File: src/rtl/fp_pkg.sv
// Shared constants and FSM state encoding for the floating-point operand aligner.
package fp_pkg;

    localparam int EXP_W      = 8;
    localparam int SIG_W      = 23;
    localparam int ALIGN_W    = 27;
    localparam int SHIFT_STEP = 8;
    localparam int DIFF_W     = EXP_W + 1;
    localparam int CNT_W      = 5;
    localparam int SHIFT_W    = 4;

    typedef enum logic [1:0] {
        IDLE  = 2'd0,
        SHIFT = 2'd1,
        HOLD  = 2'd2
    } state_t;

endpackage

File: src/rtl/sticky_shr.sv
// Combinational 27-bit right shifter by 0..8 positions.
// With FP_ALIGN_STICKY_EN defined, every bit shifted out (old bit0 included)
// is OR'd into the result's bit0; otherwise the shift is purely logical.
module sticky_shr
    import fp_pkg::*;
(
    input  logic [ALIGN_W-1:0] value,
    input  logic [SHIFT_W-1:0] shamt,
    output logic [ALIGN_W-1:0] result
);

`ifdef FP_ALIGN_STICKY_EN
    logic [ALIGN_W-1:0] lost_mask;

    // Shift, then fold the lost low bits into the sticky position.
    always_comb begin
        lost_mask = ~({ALIGN_W{1'b1}} << shamt);
        result    = value >> shamt;
        result[0] = result[0] | (|(value & lost_mask));
    end
`else
    // Plain logical shift; shifted-out bits are dropped.
    always_comb begin
        result = value >> shamt;
    end
`endif

endmodule

File: src/rtl/fp_align.sv
// Exponent-difference operand aligner for a floating-point adder.
// Captures an operand pair, picks the larger exponent, then shifts the
// smaller significand right by up to 27 places, 8 places per cycle, and
// holds the result until the downstream side takes it.
// Optional feature: define FP_ALIGN_STICKY_EN to accumulate a sticky bit.
module fp_align
    import fp_pkg::*;
(
    input  logic               clk,
    input  logic               rst_n,
    input  logic               in_valid,
    output logic               in_ready,
    input  logic [EXP_W-1:0]   exp1_d,
    input  logic [EXP_W-1:0]   exp2_d,
    input  logic [SIG_W-1:0]   sig1,
    input  logic [SIG_W-1:0]   sig2,
    input  logic [1:0]         n_concat,
    output logic               out_valid,
    input  logic               out_ready,
    output logic [EXP_W-1:0]   exp_out,
    output logic [ALIGN_W-1:0] sig_big,
    output logic [ALIGN_W-1:0] sig_small,
    output logic               swapped
);

    // Saturate the 9-bit exponent difference to the full alignment width:
    // anything beyond 27 places shifts the whole significand out anyway.
    function automatic logic [CNT_W-1:0] clamp_diff(input logic [DIFF_W-1:0] d);
        if (d > DIFF_W'(ALIGN_W))
            return CNT_W'(ALIGN_W);
        else
            return d[CNT_W-1:0];
    endfunction

    state_t             state, state_nx;
    logic [CNT_W-1:0]   rem, rem_nx;
    logic               out_valid_nx;
    logic               swap_c;
    logic [DIFF_W-1:0]  diff_raw;
    logic [CNT_W-1:0]   diff_clamp;
    logic [SHIFT_W-1:0] shamt;
    logic [ALIGN_W-1:0] shifted;
    logic [ALIGN_W-1:0] op1, op2;
    logic               capture;

    assign in_ready = (state == IDLE);
    assign capture  = (state == IDLE) && in_valid;
    assign op1      = {n_concat[1], sig1, 3'b000};
    assign op2      = {n_concat[0], sig2, 3'b000};
    assign shamt    = (rem > CNT_W'(SHIFT_STEP)) ? SHIFT_W'(SHIFT_STEP) : rem[SHIFT_W-1:0];

    // Operand ordering and clamped shift distance, computed without wrap-around.
    always_comb begin
        swap_c     = (exp2_d > exp1_d);
        diff_raw   = swap_c ? ({1'b0, exp2_d} - {1'b0, exp1_d})
                            : ({1'b0, exp1_d} - {1'b0, exp2_d});
        diff_clamp = clamp_diff(diff_raw);
    end

    sticky_shr u_shr (
        .value  (sig_small),
        .shamt  (shamt),
        .result (shifted)
    );

    // Next-state and shift-counter logic.
    always_comb begin
        state_nx = state;
        rem_nx   = rem;
        case (state)
            IDLE: begin
                if (in_valid) begin
                    rem_nx   = diff_clamp;
                    state_nx = (diff_clamp == '0) ? HOLD : SHIFT;
                end
            end
            SHIFT: begin
                rem_nx = rem - CNT_W'(shamt);
                if (rem_nx == '0)
                    state_nx = HOLD;
            end
            HOLD: begin
                if (out_valid && out_ready)
                    state_nx = IDLE;
            end
            default: state_nx = IDLE;
        endcase
    end

    // out_valid is registered one cycle behind HOLD entry and drops on handshake.
    assign out_valid_nx = (state == HOLD) && !(out_valid && out_ready);

    // Control state register.
    always_ff @(posedge clk) begin
        if (!rst_n) begin
            state     <= IDLE;
            rem       <= '0;
            out_valid <= 1'b0;
        end else begin
            state     <= state_nx;
            rem       <= rem_nx;
            out_valid <= out_valid_nx;
        end
    end

    // Operand capture and per-cycle alignment of the smaller significand.
    always_ff @(posedge clk) begin
        if (!rst_n) begin
            exp_out   <= '0;
            sig_big   <= '0;
            sig_small <= '0;
            swapped   <= 1'b0;
        end else if (capture) begin
            swapped   <= swap_c;
            exp_out   <= swap_c ? exp2_d : exp1_d;
            sig_big   <= swap_c ? op2 : op1;
            sig_small <= swap_c ? op1 : op2;
        end else if (state == SHIFT) begin
            sig_small <= shifted;
        end
    end

endmodule

File: config.mk
export PLATFORM = sky130hd
export DESIGN_NAME = fp_align
export DESIGN_NICKNAME = d
export VERILOG_FILES = /design/src/rtl/fp_pkg.sv /design/src/rtl/sticky_shr.sv /design/src/rtl/fp_align.sv
export SDC_FILE = /design/constraint.sdc
export NUM_CORES = 1
export LEC_CHECK = 0
export BUFFER_PORTS_ARGS = -buffer_cell sky130_fd_sc_hd__buf_4
export CORE_MARGIN = 4
export CORE_UTILIZATION = 26
export CTS_BUF_LIST = sky130_fd_sc_hd__clkbuf_8
export DETAILED_ROUTE_END_ITERATION = 8
export SLEW_MARGIN = 20
export SYNTH_ARGS = -nofsm -noshare
export SYNTH_HDL_FRONTEND = slang
export SYNTH_SLANG_ARGS = --single-unit
export TNS_END_PERCENT = 5
File: constraint.sdc
create_clock -name clk -period 3.11 [get_ports clk]
set_input_delay 0.622 -clock clk [delete_from_list [all_inputs] [get_ports clk]]
set_output_delay 0.622 -clock clk [all_outputs]
set_load 0.05 [all_outputs]
### Word-level counts from Yosys, hierarchy flattened

Index checks and enable logic that the tools add are counted.

| cells by class | value |
|---|---|
| $add $sub $neg | 3 |
| magnitude comparators | 3 |
| eq/ne operators | 5 |
| shift-type cells | 1 |
| mux-type cells | 15 |
| reductions and logical operators | 11 |

Operators with widths:

| kind | count |
|---|---|
| 2-to-1 mux 27 bit | 4 |
| >> shifter 27 x 4 -> 27 bit | 1 |
| subtractor 8 x 8 -> 9 bit | 2 |
| logical NOT 5 bit | 2 |
| 2-to-1 mux 5 bit | 2 |
| case mux 5 bit (2 select lines) | 1 |
| > comparator 9 x 5 -> 1 bit (second input constant) | 1 |
| 2-to-1 mux 9 bit | 1 |
| > comparator 8 bit | 1 |
| 2-to-1 mux 2 bit | 4 |
| 2-to-1 mux 8 bit | 1 |
| != test 2 bit (second input constant) | 3 |
| case mux 2 bit (3 select lines) | 1 |
| > comparator 5 x 4 -> 1 bit (second input constant) | 1 |
| subtractor 5 x 4 -> 5 bit | 1 |
| 2-to-1 mux 4 bit | 1 |
| nonzero test 2 bit | 2 |
| logical AND 1 bit | 3 |
| AND reduction 3 bit | 1 |
| == test 2 x 1 -> 1 bit (second input constant) | 1 |
| == test 2 bit (second input constant) | 1 |
| logical NOT 2 bit | 1 |
| AND reduction 2 bit | 1 |
| logical NOT 1 bit | 1 |

| storage, ports and cells | value |
|---|---|
| register bits | 71 |
| input port bits | 68 |
| output and inout bits | 65 |

### Longest topological paths before layout

Gate-level depths: netlist of run 1.

| depth | value |
|---|---|
| depth after elaboration | 8 |
| mapped depth | 12 |
| mapped depth without buffers | 11 |

### By module

From an unflattened synthesis of run 1, not the netlist that was laid out.

| second synthesis, totals | value |
|---|---|
| cell total of the unflattened synthesis | 697 |
| area, all modules | 5432.7 µm² |

By module, submodules not included:

| module | times used | cells an instance | area each (µm²) | seq. area each (µm²) |
|---|---|---|---|---|
| fp_align | 1 | 525 | 4179.0 | 1361.3 |
| sticky_shr | 1 | 172 | 1253.7 | 0.0 |

### Least setup slack after synthesis of run 1

OpenSTA, ideal clock, no wires.

| timing path | value |
|---|---|
| path type | input -> register |
| start point | input port exp1_d[2] |
| end point | register state[1] |
| data arrival time | 2.647 ns |
| setup slack | 0.404 ns |
| stages on the path | 9 |
| path buffers | 0 |
| path through | inv_1 ha_1 and3b_1 or2_0 a221o_1 or3_1 a211o_1 a311oi_2 o31a_1 |

| on the way | value |
|---|---|
| cells in the longest elaborated chain, start to end | 8 |

Ends and longest elaborated chain:

| what | line | text |
|---|---|---|
| start, declared | fp_align.sv:13 | `input logic [EXP_W-1:0] exp1_d,` |
| subtractor 8 x 8 -> 9 bit (tied with other cells) | fp_align.sv:56 | `: ({1'b0, exp1_d} - {1'b0, exp2_d});` |
| 2-to-1 mux 9 bit * | fp_align.sv:55 | `diff_raw = swap_c ? ({1'b0, exp2_d} - {1'b0, exp1_d})` |
| > comparator 9 x 5 -> 1 bit | fp_align.sv:29 | `if (d > DIFF_W'(ALIGN_W))` |
| 2-to-1 mux 5 bit * | fp_align.sv:29 |  |
| logical NOT 5 bit * | fp_align.sv:74 | `state_nx = (diff_clamp == '0) ? HOLD : SHIFT;` |
| 2-to-1 mux 2 bit * | fp_align.sv:74 |  |
| 2-to-1 mux 2 bit * | fp_align.sv:72 | `if (in_valid) begin` |
| case mux 2 bit (3 select lines) * | fp_align.sv:70 | `case (state)` |
| end signal, assigned | fp_align.sv:100 | `state <= state_nx;` |
| end, declared | fp_align.sv:35 | `state_t state, state_nx;` |

Every way passes the cells marked *; elsewhere a longest branch is shown, timed or not. The select of a mux whose other input is x is not followed.
A chain may end at the register's enable or synchronous reset.

### Worst setup path in the final report of run 1

| timing path | value |
|---|---|
| start point | input port exp1_d[3] |
| end point | register state[0] |

The elaborated chain is that of the path after synthesis.

==> metrics.md, run 1 <==
| Metric | Value |
|---|---|
| Post-synth top area share | `0.254` |
| Prevailing post-synth register cell | `dfxtp_1` |
| Critical Path Sink Type | `register` |
| Count of final setup violators | `0` |
| Worst-Margin Slew | `0.917 ns` |
| Reg clk slew, reported paths | `0.08 ns` |
| Diodes inserted | `0` |
| Post-DP HPWL | `14,000 µm` |
| Die Height | `152 µm` |
| First-pass GRT wire length | `29,000 µm` |
| Tightest hold margin | `0.441 ns` |
| Worst setup SP type | `input port` |
| Number of vias per cell | `5.24` |
| Initial antenna violation count | `0` |
| F_max | `358 MHz` |
| Period minus WS final | `2.80 ns` |
| Nets | `884` |
| Area contributors post-synth | `dfxtp_1, nand2_1, mux2i_1, mux4_2, a311oi_1` |
| Post-route cell area | `6840 µm²` |
| Io pins | `133` |
| Async SR Flop Fraction | `0` |
| PortBufs | `129` |
| Hold buffers post-CTS | `0` |
| Worst VDD drop | `0.300 mV` |
| Clk_lat worst skew | `0.37 ns` |
| Pwr dens | `828 nW/µm²` |
| WL/cell | `17.4 µm` |
| Syn Inst Count | `685` |
| GRT Total Usage | `0.159` |
| Layout cells sized above 1 | `0.261` |
| Placeable Area | `20,200 µm²` |
| Gpl congestion | `0.869` |
| Placed Instance Area | `6690 µm²` |
| Critical Path RT | `3.36 ns` |
| Clock buffer depth | `2` |
| Drt pass-1 iters | `5` |
| EDFF count, synth | `0` |
| CTS Sinks | `68` |
| Fin. Hold Viols | `0` |
| Die area | `23,000 µm²` |
| Warnings, synthesis | `0` |
| Final Cycle Share | `0.899` |
| Cts bufs inserted | `9` |
| H-tree Lvls | `3` |
| Width of the die | `152 µm` |
| # resized after CTS | `0` |
| Post-Route WL | `18,700 µm` |
| WP data arrival | `3.04 ns` |
| CTS tree | `done` |
| LEAKAGE | `2.90 nW` |
| FF+latch count, synth | `68` |
| Initial core utilization | `0.265` |
| Hold Crit Class | `input port to register` |
| Cell area after synthesis | `5360 µm²` |
| Commonest cells post-synth | `nand2_1, nor2_1, dfxtp_1, a311oi_1, mux2i_1` |
| # rows | `52` |
| Largest net degree at the start of global routing | `48` |
| Unrepaired setup endpoints after global routing | `no` |
| Pwr Total | `5.67 mW` |
| Slew Limit Fails | `0` |
| Status | `finished clean` |
| Vias | `5,614` |
| Max Cap Violations | `0` |
| Post-synthesis sequential area ratio | `0.254` |
| Crit-path max FO | `6` |
| Remaining antenna violation count | `0` |
| Slew headroom | `0.389` |
| Syn_area_per_cell | `7.82 µm²` |
| Fillers | `2,152` |
| Setup bufs post-CTS | `0` |
| Critical setup path kind | `input port to register` |
| Total global routing overflow | `0` |
| Clock root buffer | `clkbuf_8` |
| Top-count cell post-synth | `nand2_1` |
| DRC | `0` |
| Vias in the first global route | `5,206` |
| Iter 0 DRT Violations | `483` |
| Count of different cell masters after synthesis | `63` |
| Layout Skew | `0.0117 ns` |
| Area grow syn2layout | `27.8%` |
| Synth area leader | `dfxtp_1` |
[cell usage in the layout (no fill, tap or decap), types with 5 or more instances in the layout]
cell type / count
buf_4: 157
nand2_1: 116
nor2_1: 77
dfxtp_1: 68
a311oi_1: 42
mux2i_1: 42
a21oi_1: 40
inv_1: 26
o21ai_0: 17
mux4_2: 17
ha_1: 17
a211oi_1: 16
nand3_1: 15
nor2b_1: 12
a31oi_1: 11
o221ai_1: 10
a21o_1: 9
clkbuf_8: 9
o211ai_1: 7
mux2_2: 5
o21a_1: 5
or3_1: 5
[worst paths after layout]
path	from	to	slack, ns	depth (start not counted)
setup / recovery	exp1_d[3]	state[0]	0.31	11
hold / removal	out_ready	out_valid	0.44	2
setup reg to reg	rem[4]	sig_small[15]	0.50	6
hold reg to reg	swapped	swapped	0.46	2
[stage by stage]
step / cells / util / setup TNS [ns] / setup slack, ns
after floorplan: 687 / - / 0 / 0.404
after global placement: 1056 / 0.330 / -0.152 / -0.0605
after detailed placement: 1056 / 0.330 / -0.0905 / -0.0383
after CTS: 1071 / 0.338 / 0 / 0.365
after global routing: 1071 / 0.338 / 0 / 0.0837
final: 1071 / 0.338 / 0 / 0.314
[critical path: stages]
cell      delay (ns)
buf_4           0.09
inv_1           0.04
ha_1            0.38
and3_1          0.20
o21ai_0         0.13
a211oi_1        0.71
o22ai_1         0.19
nand2_1         0.12
nor4b_1         0.32
buf_4           0.18
o31ai_1         0.05
[sequential cells by signal, indices dropped and copies added (netlist names)]
| signal | count |
|---|---|
| sig_small | 27 |
| sig_big | 24 |
| exp_out | 8 |
| rem | 5 |
| state | 2 |
| out_valid | 1 |
| swapped | 1 |
[cell families (layout without fill, tap and decap cells)]
kind of cell	Yosys count	in the layout	synth area share
fa+ha+maj	19	19	0.0472
mux	64	64	0.161
other cells	2	4	0.00140
flops	68	68	0.254
xor+xnor	2	2	0.00327
simple gates	257	257	0.211
compound gates	186	186	0.250
buf+inv	87	201	0.0717
[power breakdown]
part / internal (mW) / total, mW / leakage, nW / switching [mW]
Combinational: 1.31 / 3.53 / 2.26 / 2.22
Clock: 0.278 / 0.652 / 0.0821 / 0.374
Sequential: 1.12 / 1.49 / 0.562 / 0.369
Total: 2.71 / 5.67 / 2.90 / 2.96
[cell type report]
cell class,count,area (µm²),area share
Inverter,25,93.8,0.0137
Sequential cell,68,1360,0.199
Multi-Input combinational cell,532,3630,0.531
Tap cell,270,338,0.0494
Timing Repair Buffer,161,1260,0.184
Clock inverter,6,33.8,0.00494
Clock buffer,9,124,0.0181
[per-layer routing]
metal / routed length, µm / vias up / GRT usage
li1: - / 2742 / -
met1: 8860 / 2650 / 0.235
met3: 1200 / 19 / 0.0336
met2: 8440 / 203 / 0.238
met4: 188 / 0 / 0.0341
met5: 0 / - / 0
(Power assumes the default switching activity.)
==> inputs of run 2 (changes only) <==
--- a/config.mk
+++ b/config.mk
@@ -7,9 +7,10 @@
 export LEC_CHECK = 0
 export BUFFER_PORTS_ARGS = -buffer_cell sky130_fd_sc_hd__buf_4
 export CORE_MARGIN = 4
-export CORE_UTILIZATION = 26
+export CORE_UTILIZATION = 30
 export CTS_BUF_LIST = sky130_fd_sc_hd__clkbuf_8
 export DETAILED_ROUTE_END_ITERATION = 8
+export SKIP_CTS_REPAIR_TIMING = 1
 export SLEW_MARGIN = 20
 export SYNTH_ARGS = -nofsm -noshare
 export SYNTH_HDL_FRONTEND = slang
==> constraint.sdc (replaced) <==
create_clock -name clk -period 3.3 [get_ports clk]
set_input_delay 0.66 -clock clk [delete_from_list [all_inputs] [get_ports clk]]
set_output_delay 0.66 -clock clk [all_outputs]
set_load 0.05 [all_outputs]
==> run 2 against run 1 <==
Critical path depth is 1 higher; sequential cell count stayed put; clock skew is 0.0029 ns higher; clock power is 14% higher; final cell count is 4.2% lower; worst hold slack better by 0.020 ns; routed wire length is 2.1% lower; combinational power is 6.8% lower; worst setup slack better by 0.16 ns; sequential share of layout area is 0.18 points higher; via count is 1.7% lower; critical path type unchanged; largest cell class unchanged; highest routed layer unchanged.
==> metrics.md, run 2 (synthesis results as in run 1) <==
| Metric | Value |
|---|---|
| Width of the die | `142 µm (-6.5%)` |
| Clock buffer depth | `2 (unchanged)` |
| Pwr dens | `802 nW/µm² (-3.1%)` |
| Nets | `883 (-0.11%)` |
| Hold path startpoint | `swapped` |
| Status | `finished clean` |
| CTS Sinks | `68 (unchanged)` |
| WHS Endpoint | `swapped` |
| Worst r2r dst | `sig_small[15]` |
| # rows | `48 (-7.7%)` |
| Final Cycle Share | `0.856` |
| Worst Setup SP | `exp1_d[1]` |
| Gpl congestion | `0.890 (+2.4%)` |
| Number of vias per cell | `5.38 (+2.6%)` |
| Critical Path RT | `3.57 ns (+0.21 ns)` |
| Sequential Area | `1360 µm² (unchanged)` |
| PortBufs | `129 (unchanged)` |
| Fin. Hold Viols | `0 (unchanged)` |
| Vias in the first global route | `5,272 (+1.3%)` |
| Area grow syn2layout | `26.7%` |
| Total global routing overflow | `0 (unchanged)` |
| Placeable Area | `17,400 µm² (-14%)` |
| F_max | `354 MHz` |
| Largest regs | `sig_small x27, sig_big x24, exp_out x8` |
| Commonest non-fill, non-tap cell in the layout | `buf_4` |
| Die Height | `142 µm (-6.5%)` |
| Clock root buffer | `clkbuf_8` |
| Critical Path Sink Type | `register` |
| GRT Total Usage | `0.180 (+0.0211)` |
| First-pass GRT wire length | `29,000 µm (about the same)` |
| Reg clk slew, reported paths | `0.09 ns (about the same)` |
| R2R depth | `7 (+1)` |
| LEAKAGE | `2.89 nW (-0.23%)` |
| Worst VDD drop | `0.382 mV (+27%)` |
| Largest net degree at the start of global routing | `80 (+67%)` |
| Slew headroom | `0.438 (+0.0494)` |
| Slew Limit Fails | `0 (unchanged)` |
| Hold Crit Class | `register to register` |
| Max Cap Violations | `0 (unchanged)` |
| Crit-path max FO | `11 (+5)` |
| Worst-Margin Slew | `0.843 ns (-0.0741 ns)` |
| Remaining antenna violation count | `0 (unchanged)` |
| Critical R2R Launch | `rem[3]` |
| Layout Skew | `0.0146 ns (+0.00286 ns)` |
| Multi-input gate area | `3630 µm² (unchanged)` |
| WL/cell | `17.8 µm (+2.2%)` |
| Io pins | `133 (unchanged)` |
| Post-Route WL | `18,300 µm (-2.1%)` |
| Die area | `20,100 µm² (-13%)` |
| DRC | `0 (unchanged)` |
| CTS tree | `done` |
| Critical setup path kind | `input port to register` |
| Unrepaired setup endpoints after global routing | `no` |
| Iter 0 DRT Violations | `458 (-5.2%)` |
| Count of final setup violators | `0 (unchanged)` |
| Max reg flops | `27 (unchanged)` |
| H-tree Lvls | `3 (unchanged)` |
| Fillers | `1,822 (-15%)` |
| Drt pass-1 iters | `5 (unchanged)` |
| Reg2Reg Setup Slack | `0.62 ns (+0.12 ns)` |
| Period minus WS final | `2.82 ns` |
| Biggest register | `sig_small` |
| Pwr Total | `5.44 mW (-4.0%)` |
| Initial antenna violation count | `0 (unchanged)` |
| Vias | `5,520 (-1.7%)` |
| Cts bufs inserted | `9 (unchanged)` |
| Worst setup SP type | `input port` |
| Initial core utilization | `0.307 (+0.0428)` |
| Hold depth | `2 (unchanged)` |
| Diodes inserted | `0 (unchanged)` |
| Commonest cells after routing, fill and taps aside | `buf_4, nand2_1, nor2_1` |
| Layout cells sized above 1 | `0.262 (+0.00125)` |
| Post-DP HPWL | `13,800 µm (-1.4%)` |
| Sum of negative setup slack | `0 ns (unchanged)` |
| WP data arrival | `3.09 ns (+0.05 ns)` |
| Clk_lat worst skew | `0.38 ns (about the same)` |
run 2: changes by cell type in the layout (fill, tap and decap cells not counted), sizes merged:
cell / previous run / this run
buf: 161 / 160
bufinv: 0 / 1
clkinv: 3 / 1
clkinvlp: 2 / 3
inv: 26 / 27
run 2: through the flow:
stage          cells  area, µm²   util  setup slack, ns  hold WS (ns)
6_report        1026       6780  0.389            0.476         0.461
3_5_place_dp    1010       6580  0.378            0.153         0.451
4_1_cts         1026       6780  0.389            0.545         0.455
5_1_grt         1026       6780  0.389            0.283         0.466
3_3_place_gp    1010       6580  0.378            0.177         0.449
2_1_floorplan    687       5360      -            0.556         0.479
run 2: worst max-delay path, cell delays in order:
cell and delay (ns):
buf_4 0.13, inv_1 0.05, ha_1 0.34, nor2b_1 0.14
o21ai_0 0.39, a211oi_1 0.19, buf_4 0.19, nor2_4 0.27
buf_4 0.20, buf_4 0.15, nand2_1 0.07, a311oi_1 0.31
run 2: worst max-delay path by stage:
stage	to
final	sig_small[15]
after global routing	state[0]
after CTS	rem[0]
after detailed placement	sig_small[15]
after global placement	sig_small[15]
after floorplan	state[1]
run 2: report_power, final:
group / internal (mW) / switching [mW] / leakage [nW]
sequential: 1.06 / 0.353 / 0.562
combinational: 1.21 / 2.08 / 2.24
clock: 0.353 / 0.388 / 0.0923
run 2: layout make-up:
type | count | share of cell area
Inverter | 25 | 0.0138
Sequential cell | 68 | 0.201
Multi-Input combinational cell | 532 | 0.536
Timing Repair Buffer | 160 | 0.179
Clock buffer | 9 | 0.0183
Tap cell | 225 | 0.0415
Clock inverter | 7 | 0.0111
run 2: layer usage:
| layer | share of wire | track usage | up-vias |
|---|---|---|---|
| met5 | 0 | 0 | - |
| met4 | 0.019 | 0.0586 | 0 |
| met3 | 0.059 | 0.0351 | 24 |
| met2 | 0.43 | 0.259 | 192 |
| met1 | 0.49 | 0.268 | 2579 |
| li1 | - | - | 2725 |
